==> src/rtl/uart_rx_deser_cfg.sv <==
// uart_rx_deser_cfg -- UART RX deserializer with run-time frame length and
// bit order. One bit is captured per bit period at the mid-bit sample point
// and the finished word is presented right-aligned with a one-cycle done pulse.
// Optional feature macro: DESER_PARITY_EN adds the par_calc output (XOR of
// all captured data bits of the last completed frame).
module uart_rx_deser_cfg #(
  parameter int DATA_W     = 8,
  parameter int PRESCALE_W = 6
) (
  input  logic                  clk,
  input  logic                  rst,
  input  logic                  en,
  input  logic                  sampled_bit,
  input  logic [PRESCALE_W-1:0] edge_cnt,
  input  logic [PRESCALE_W-1:0] prescale,
  input  logic [4:0]            data_len,
  input  logic                  msb_first,
  output logic [DATA_W-1:0]     p_data,
  output logic                  data_done,
`ifdef DESER_PARITY_EN
  output logic                  par_calc,
`endif
  output logic [4:0]            bit_idx
);

  localparam logic [4:0] MIN_LEN = 5'd5;
  localparam logic [4:0] MAX_LEN = 5'(DATA_W);

  // Limit the requested frame length to what the shift register can hold.
  function automatic logic [4:0] clamp_len(input logic [4:0] l);
    logic [4:0] r;
    r = l;
    if (l < MIN_LEN) r = MIN_LEN;
    if (l > MAX_LEN) r = MAX_LEN;
    return r;
  endfunction

  // Low l bits set; used to right-align MSB-first words.
  function automatic logic [DATA_W-1:0] len_mask(input logic [4:0] l);
    logic [DATA_W-1:0] m;
    for (int i = 0; i < DATA_W; i++) m[i] = (5'(i) < l);
    return m;
  endfunction

  logic [DATA_W-1:0]   sh;
  logic [DATA_W-1:0]   sh_next;
  logic [DATA_W-1:0]   word_next;
  logic [4:0]          len_q;
  logic                dir_q;
  logic [4:0]          len_eff;
  logic                dir_eff;
  logic [4:0]          shamt;
  logic [PRESCALE_W:0] sp;
  logic                strobe;
  logic                first;
  logic                last;

  // Sample-point strobe, effective frame config and next shift-register value.
  // On the first bit of a frame the config is not latched yet, so the live
  // inputs steer that bit.
  always_comb begin
    sp      = {1'b0, prescale >> 1} + (PRESCALE_W+1)'(2);
    strobe  = en && ({1'b0, edge_cnt} == sp);
    first   = (bit_idx == 5'd0);
    len_eff = first ? clamp_len(data_len) : len_q;
    dir_eff = first ? msb_first : dir_q;
    sh_next = dir_eff ? {sh[DATA_W-2:0], sampled_bit}
                      : {sampled_bit, sh[DATA_W-1:1]};
    last    = strobe && (bit_idx == len_eff - 5'd1);
    shamt   = MAX_LEN - len_eff;
    word_next = dir_eff ? (sh_next & len_mask(len_eff)) : (sh_next >> shamt);
  end

  // Frame assembly: latch config on the first bit, shift on every strobe,
  // publish the word on the last bit, and drop a partial frame when en falls.
  always_ff @(posedge clk or negedge rst) begin
    if (!rst) begin
      sh        <= '0;
      len_q     <= MIN_LEN;
      dir_q     <= 1'b0;
      bit_idx   <= 5'd0;
      p_data    <= '0;
      data_done <= 1'b0;
    end else begin
      data_done <= 1'b0;
      if (strobe) begin
        if (first) begin
          len_q <= len_eff;
          dir_q <= msb_first;
        end
        if (last) begin
          p_data    <= word_next;
          data_done <= 1'b1;
          bit_idx   <= 5'd0;
          sh        <= '0;
        end else begin
          sh      <= sh_next;
          bit_idx <= bit_idx + 5'd1;
        end
      end else if (!en && !first) begin
        sh      <= '0;
        bit_idx <= 5'd0;
      end
    end
  end

`ifdef DESER_PARITY_EN
  logic par_acc;

  // Running parity of captured bits; published alongside data_done.
  always_ff @(posedge clk or negedge rst) begin
    if (!rst) begin
      par_acc  <= 1'b0;
      par_calc <= 1'b0;
    end else begin
      if (strobe) begin
        if (last) begin
          par_calc <= par_acc ^ sampled_bit;
          par_acc  <= 1'b0;
        end else begin
          par_acc <= par_acc ^ sampled_bit;
        end
      end else if (!en && !first) begin
        par_acc <= 1'b0;
      end
    end
  end
`endif

endmodule
==> config.mk <==
export PLATFORM = sky130hd
export DESIGN_NAME = uart_rx_deser_cfg
export DESIGN_NICKNAME = d
export VERILOG_FILES = /design/src/rtl/uart_rx_deser_cfg.sv
export SDC_FILE = /design/constraint.sdc
export NUM_CORES = 1
export LEC_CHECK = 0
export ABC_AREA = 1
export CORE_UTILIZATION = 25
export CTS_BUF_LIST = sky130_fd_sc_hd__clkbuf_8
export CTS_CLUSTER_DIAMETER = 100
export DETAILED_ROUTE_END_ITERATION = 10
export MAX_ROUTING_LAYER = met4
export PLACE_DENSITY = 0.48
export SLEW_MARGIN = 25
export SYNTH_ARGS = -nofsm -noshare
export SYNTH_HDL_FRONTEND = slang
export SYNTH_SLANG_ARGS = --single-unit
==> constraint.sdc <==
create_clock -name clk -period 2.75 [get_ports clk]
set_input_delay 0.275 -clock clk [delete_from_list [all_inputs] [get_ports clk]]
set_output_delay 0.275 -clock clk [all_outputs]
set_load 0.03 [all_outputs]
==> results of run 1 <==
[power by group]
part           total (mW)  switching, mW  internal, mW
Sequential          0.470         0.0222         0.448
Combinational       0.748          0.479         0.270
Clock               0.340          0.145         0.195
Total                1.56          0.646         0.913
[area by class of cell]
class / count / area, um2 / share of cell area
Multi-Input combinational cell: 280 / 1460 / 0.484
Inverter: 43 / 161 / 0.0536
Timing Repair Buffer: 52 / 475 / 0.158
Clock inverter: 1 / 30.0 / 0.00998
Sequential cell: 28 / 704 / 0.234
Clock buffer: 3 / 41.3 / 0.0137
Tap cell: 111 / 139 / 0.0462
[routing by layer]
metal  part of all wire  vias to the layer above  global-route usage
li1                   -                     1248                   -
met1               0.48                     1099               0.171
met2               0.49                       32               0.230
met3              0.028                        2              0.0148
met4             0.0065                        0              0.0204
met5                  0                        -                   -
[worst min-delay path by stage]
stage	endpoint	slack, ns	cells past startpoint
floorplan	bit_idx[0]	-0.02	0
global placement	sh[7]	0.47	2
detailed placement	p_data[4]	0.46	2
CTS	p_data[0]	0.38	2
global route	p_data[2]	0.40	2
finish	p_data[0]	0.37	2
[stage by stage]
stage               utilization  instances  power, mW  cell area (um2)
floorplan                     -        357      0.996             2370
global placement          0.319        514       1.22             2930
detailed placement        0.319        514       1.22             2930
CTS                       0.327        518       1.57             3000
global route              0.327        518       1.68             3010
finish                    0.327        518       1.56             3010
[critical path, cell delays in order (launching register included)]
cell      delay (ns)
dfrtp_1         0.39
inv_1           0.08
ha_1            0.17
nand2_1         0.09
nor2_4          0.16
nand3_1         0.10
nand2_2         0.10
inv_2           0.06
ha_1            0.22
nand3b_1        0.20
nand3_1         0.11
nand3_1         0.09
nor2_2          0.17
nand3_1         0.18
nor2_1          0.18
a21boi_1        0.09
[cell families (layout without fill, tap and decap cells)]
logic type / Yosys count / count (layout) / share of synthesized area
flops: 28 / 28 / 0.297
xor+xnor: 9 / 9 / 0.0365
buf+inv: 49 / 99 / 0.0888
fa+ha+maj: 6 / 6 / 0.0317
compound gates: 28 / 28 / 0.0761
simple gates: 237 / 237 / 0.470
[state kept, by name (all words and copies together) (netlist names)]
name       flops
p_data         8
data_done      1
bit_idx        5
dir_q          1
sh             8
len_q          5
[cells in the final DEF, fill, tap and decap left out, types with 4 or more instances in the layout]
| master | n |
|---|---|
| ha_1 | 6 |
| nor2_4 | 5 |
| buf_4 | 18 |
| nand4_1 | 4 |
| xor2_1 | 5 |
| dfrtp_1 | 25 |
| o21ai_0 | 8 |
| a21oi_1 | 7 |
| clkdlybuf4s50_1 | 34 |
| nor2_1 | 20 |
| inv_1 | 39 |
| nand2_2 | 8 |
| o21ai_2 | 5 |
| nand3_1 | 57 |
| inv_2 | 4 |
| nand2_1 | 127 |
==> reports/results.txt, run 1 <==
IO Port Bufs - 34
dpl hpwl - 4.94 mm
area share of the leading cell type in the synthesized netlist - 0.275
# fillers - 1020
Tcrit/Tclk final - 0.906
Worst-Skew Late Latency - 0.28 ns
outcome - completed
H-tree depth - 1
synth warn - 0
WHS - 0.372 ns
core box area - 0.00920 mm2
reg-to-reg startpoint - bit_idx[0]
r2r endpoint - p_data[2]
worst setup margin - 0.258 ns
Detail Route Antenna Nets - 0
sequential area share after synthesis - 0.297
Async SR Flop Fraction - 1.00
Area contributors post-synth - dfrtp_1, nand2_1, nand3_1
post_cts resized - 0
Vias - 2381
FF-to-FF setup slack - 0.26 ns
Layout Nets - 436
WP data arrival - 2.66 ns
Root Driver - clkbuf_8
Layout area overhead - 27.2%
min cycle time layout - 2.49 ns
crit path to - p_data[2]
Final setup viols - 0
largest net degree at the start of global routing - 29
CTS Buffer Depth - 2
Setup crit start kind - flip-flop
crit path launch - bit_idx[0]
Hold Fails Final Rpt - 0
commonest cells in the netlist - nand2_1, nand3_1, inv_1
placer's final routability congestion estimate - 0.821
# Max-Cap Violations - 0
R2R depth - 15
FMAX - 0.401 GHz
Top FF cell, synth - dfrtp_1
Post-CTS Hold Buffers - 0
Detailed Routing Iterations Pass 1 - 4
Post-Place Worst Slack - 0.0415 ns
Initial Util - 0.257
Yosys reg bits - 28
P_leak - 1.52 nW
Pins Over Slew Limit - 0
IO Pins - 36
CP max FO - 5
Setup Total Neg Slack - 0 ns
CP required - 2.92 ns
GRT Overall Usage - 0.133
Layout Skew - 0.00344 ns
number of CTS-inserted buffers - 3
layout cell share with drive strength beyond 1 - 0.147
Unique masters post-synth - 36
Post-synth EDFFs - 0
post-synth top area cell - dfrtp_1
vias in the first global route - 2188
Total Die Area - 0.00986 mm2
most frequent cell after synthesis - nand2_1
antenna violations before repair - 0
Die Ht - 99.3 um
peak supply drop - 0.172 mV
drt drc - 0
clock-pin slew on the worst setup and hold paths - 0.11 ns
RSZ-0062 raised after global routing - no
clk sinks - 28
crit end category - flip-flop
Mapped Area - 0.00237 mm2
vias per inst - 4.60
total gr overflow - 0
synthesized area per cell - 6.63 um2
Mapped Nets - 385
Setup CP Type - flip-flop to flip-flop
Slew HR - 0.680
DR iter-0 viols - 111
Worst-Margin Slew - 0.475 ns
global-route wire length before repair - 10.4 mm
PwrDens - 518 mW/mm2
Cells after Synth - 357
Diodes inserted - 0
CTS tree - done
Die X - 99.3 um
Avg WL per Cell - 11.8 um
DRT Wirelength - 6.11 mm
post-CTS setup buffer count - 0
Rows - 35
Hold WC Path Type - primary input to asynchronous set/reset pin
No activity file was read; power rests on OpenSTA's default activity.
==> run 2: changes to the inputs <==
Clock period 2.75 ns to 2.55 ns, I/O delays scaled along.
==> run 2 against run 1 <==
- clock skew increased by 0.0075 ns
- die area unchanged
- via count is 0.55% higher
- design area is 4.6% higher
- register-to-register slack got worse by 0.12 ns
- clock power is 12% higher
- wire length increased by 1.7%
- core utilization grew 1.5 points
- total power increased by 13%
- sequential power grew 8.5%
- combinational power grew 17%
- largest power group unchanged
==> reports/results.txt, run 2 (synthesis results as in run 1) <==
post-CTS setup buffer count - 0
total gr overflow - 0
largest net degree at the start of global routing - 29
placer's final routability congestion estimate - 0.856
outcome - completed
Clk pwr share - 0.215
Worst-Margin Slew - 0.584 ns
FF-to-FF setup slack - 0.14 ns
cell count after placement - 524
Total Die Area - 0.00986 mm2
IO Port Bufs - 34
worst setup margin - 0.136 ns
# fillers - 984
RSZ-0062 raised after global routing - yes
instance count on the critical path - 17
Setup CP Type - flip-flop to flip-flop
Cell Int Power - 1.04 mW
GRT Overall Usage - 0.141
uppermost layer routed - met4
post_cts resized - 0
r2r endpoint - bit_idx[2]
dpl hpwl - 5.12 mm
Root Driver - clkbuf_8
R2R depth - 17
met2 routed WL - 2.94 mm
Post-CTS Hold Buffers - 0
Final setup viols - 0
Initial Util - 0.257
CP required - 2.77 ns
most frequent cells in the layout - nand2_1, nand3_1, inv_1, clkdlybuf4s50_1, buf_4
number of buffers and inverters on the critical path - 4
crit end category - flip-flop
CTS Buffer Depth - 2
Hold Fails Final Rpt - 0
P_leak - 1.58 nW
Rows - 35
Layout Skew - 0.0109 ns
Slew HR - 0.611
drt drc - 0
number of CTS-inserted buffers - 3
WP data arrival - 2.64 ns
Post-Place Worst Slack - -0.128 ns
WHS - 0.328 ns
clk sinks - 28
WL met3 - 224 um
crit-path max cell delay - 0.42 ns
Vias - 2394
vias in the first global route - 2279
Layout area overhead - 33.0%
design area - 0.00315 mm2
sequential share of power - 0.288
FMAX - 0.414 GHz
IO Pins - 36
reg-to-reg startpoint - bit_idx[0]
Detailed Routing Iterations Pass 1 - 5
CP max FO - 10
PwrDens - 561 mW/mm2
family with the most delay on the worst path - simple AND/OR/NAND/NOR gates
Die Ht - 99.3 um
Comb pwr share - 0.497
Hold WC Path Type - primary input to asynchronous set/reset pin
vias per inst - 4.53
Detail Route Antenna Nets - 0
antenna violations before repair - 0
Avg WL per Cell - 11.8 um
CP Cell Sequence - inv_2, ha_4, inv_2, nor2_4, nand2_4, nand2_2, nand2_2, inv_2, ha_2, nand4_1, or2_1, nand3_1, nor2_4, nand2_2, buf_4, nand2_4, o21ai_2
fin util - 0.342
Net Sw Frac - 0.412
biggest regs - p_data x8, sh x8
Tcrit/Tclk final - 0.947
Cell Area, Placed - 0.00306 mm2
# Max-Cap Violations - 0
Pins Over Slew Limit - 0
most common cell after layout, fill and taps aside - nand2_1
Layout Nets - 446
Worst-Skew Late Latency - 0.29 ns
H-tree depth - 1
layout cell share with drive strength beyond 1 - 0.194
core box area - 0.00920 mm2
min cycle time layout - 2.41 ns
global-route wire length before repair - 10.8 mm
sw power - 0.728 mW
clock-pin slew on the worst setup and hold paths - 0.12 ns
Setup crit start kind - flip-flop
CTS tree - done
DRT Wirelength - 6.21 mm
Die X - 99.3 um
Non-Filler Instances - 528
wire length on met1 - 2.99 mm
crit path max-delay cell type - dfrtp_2
Diodes inserted - 0
peak supply drop - 0.199 mV
DR iter-0 viols - 125
[run 2: cell count changes in the layout (fill, tap and decap cells not counted), sizes merged]
cell / previous run / this run
buf: 18 / 28
[run 2: cell type report]
class / count / area [um2] / share of cell area
Clock inverter: 1 / 30.0 / 0.00954
Timing Repair Buffer: 62 / 563 / 0.179
Clock buffer: 3 / 41.3 / 0.0131
Sequential cell: 28 / 707 / 0.225
Inverter: 43 / 164 / 0.0521
Tap cell: 111 / 139 / 0.0441
Multi-Input combinational cell: 280 / 1500 / 0.478
[run 2: per-layer routing]
metal  vias to the layer above  global-route usage
met3                         5              0.0141
met1                      1076               0.182
met2                        44               0.239
met4                         0              0.0305
li1                       1269                   -
met5                         -                   -
[run 2: through the flow]
step / setup TNS [ns] / power [mW]
after global routing: -0.0651 / 1.90
after floorplan: 0 / 1.10
after CTS: 0 / 1.77
after detailed placement: -1.88 / 1.39
final: 0 / 1.77
after global placement: -1.05 / 1.39
[run 2: worst max path at each step]
stage	start	end	slack, ns
5_1_grt	bit_idx[0]	p_data[6]	-0.02
3_5_place_dp	data_len[4]	p_data[5]	-0.13
4_1_cts	bit_idx[0]	p_data[5]	0.06
6_report	bit_idx[0]	bit_idx[2]	0.14
2_1_floorplan	bit_idx[0]	p_data[5]	0.004
3_3_place_gp	data_len[4]	p_data[2]	-0.08
[run 2: power groups by stage]
stage | Clock (mW) | Sequential [mW] | Combinational (mW)
after floorplan | 0 | 0.537 | 0.561
after global placement | 0 | 0.518 | 0.868
after detailed placement | 0 | 0.518 | 0.869
after CTS | 0.390 | 0.510 | 0.871
after global routing | 0.403 | 0.515 | 0.986
final | 0.380 | 0.510 | 0.878
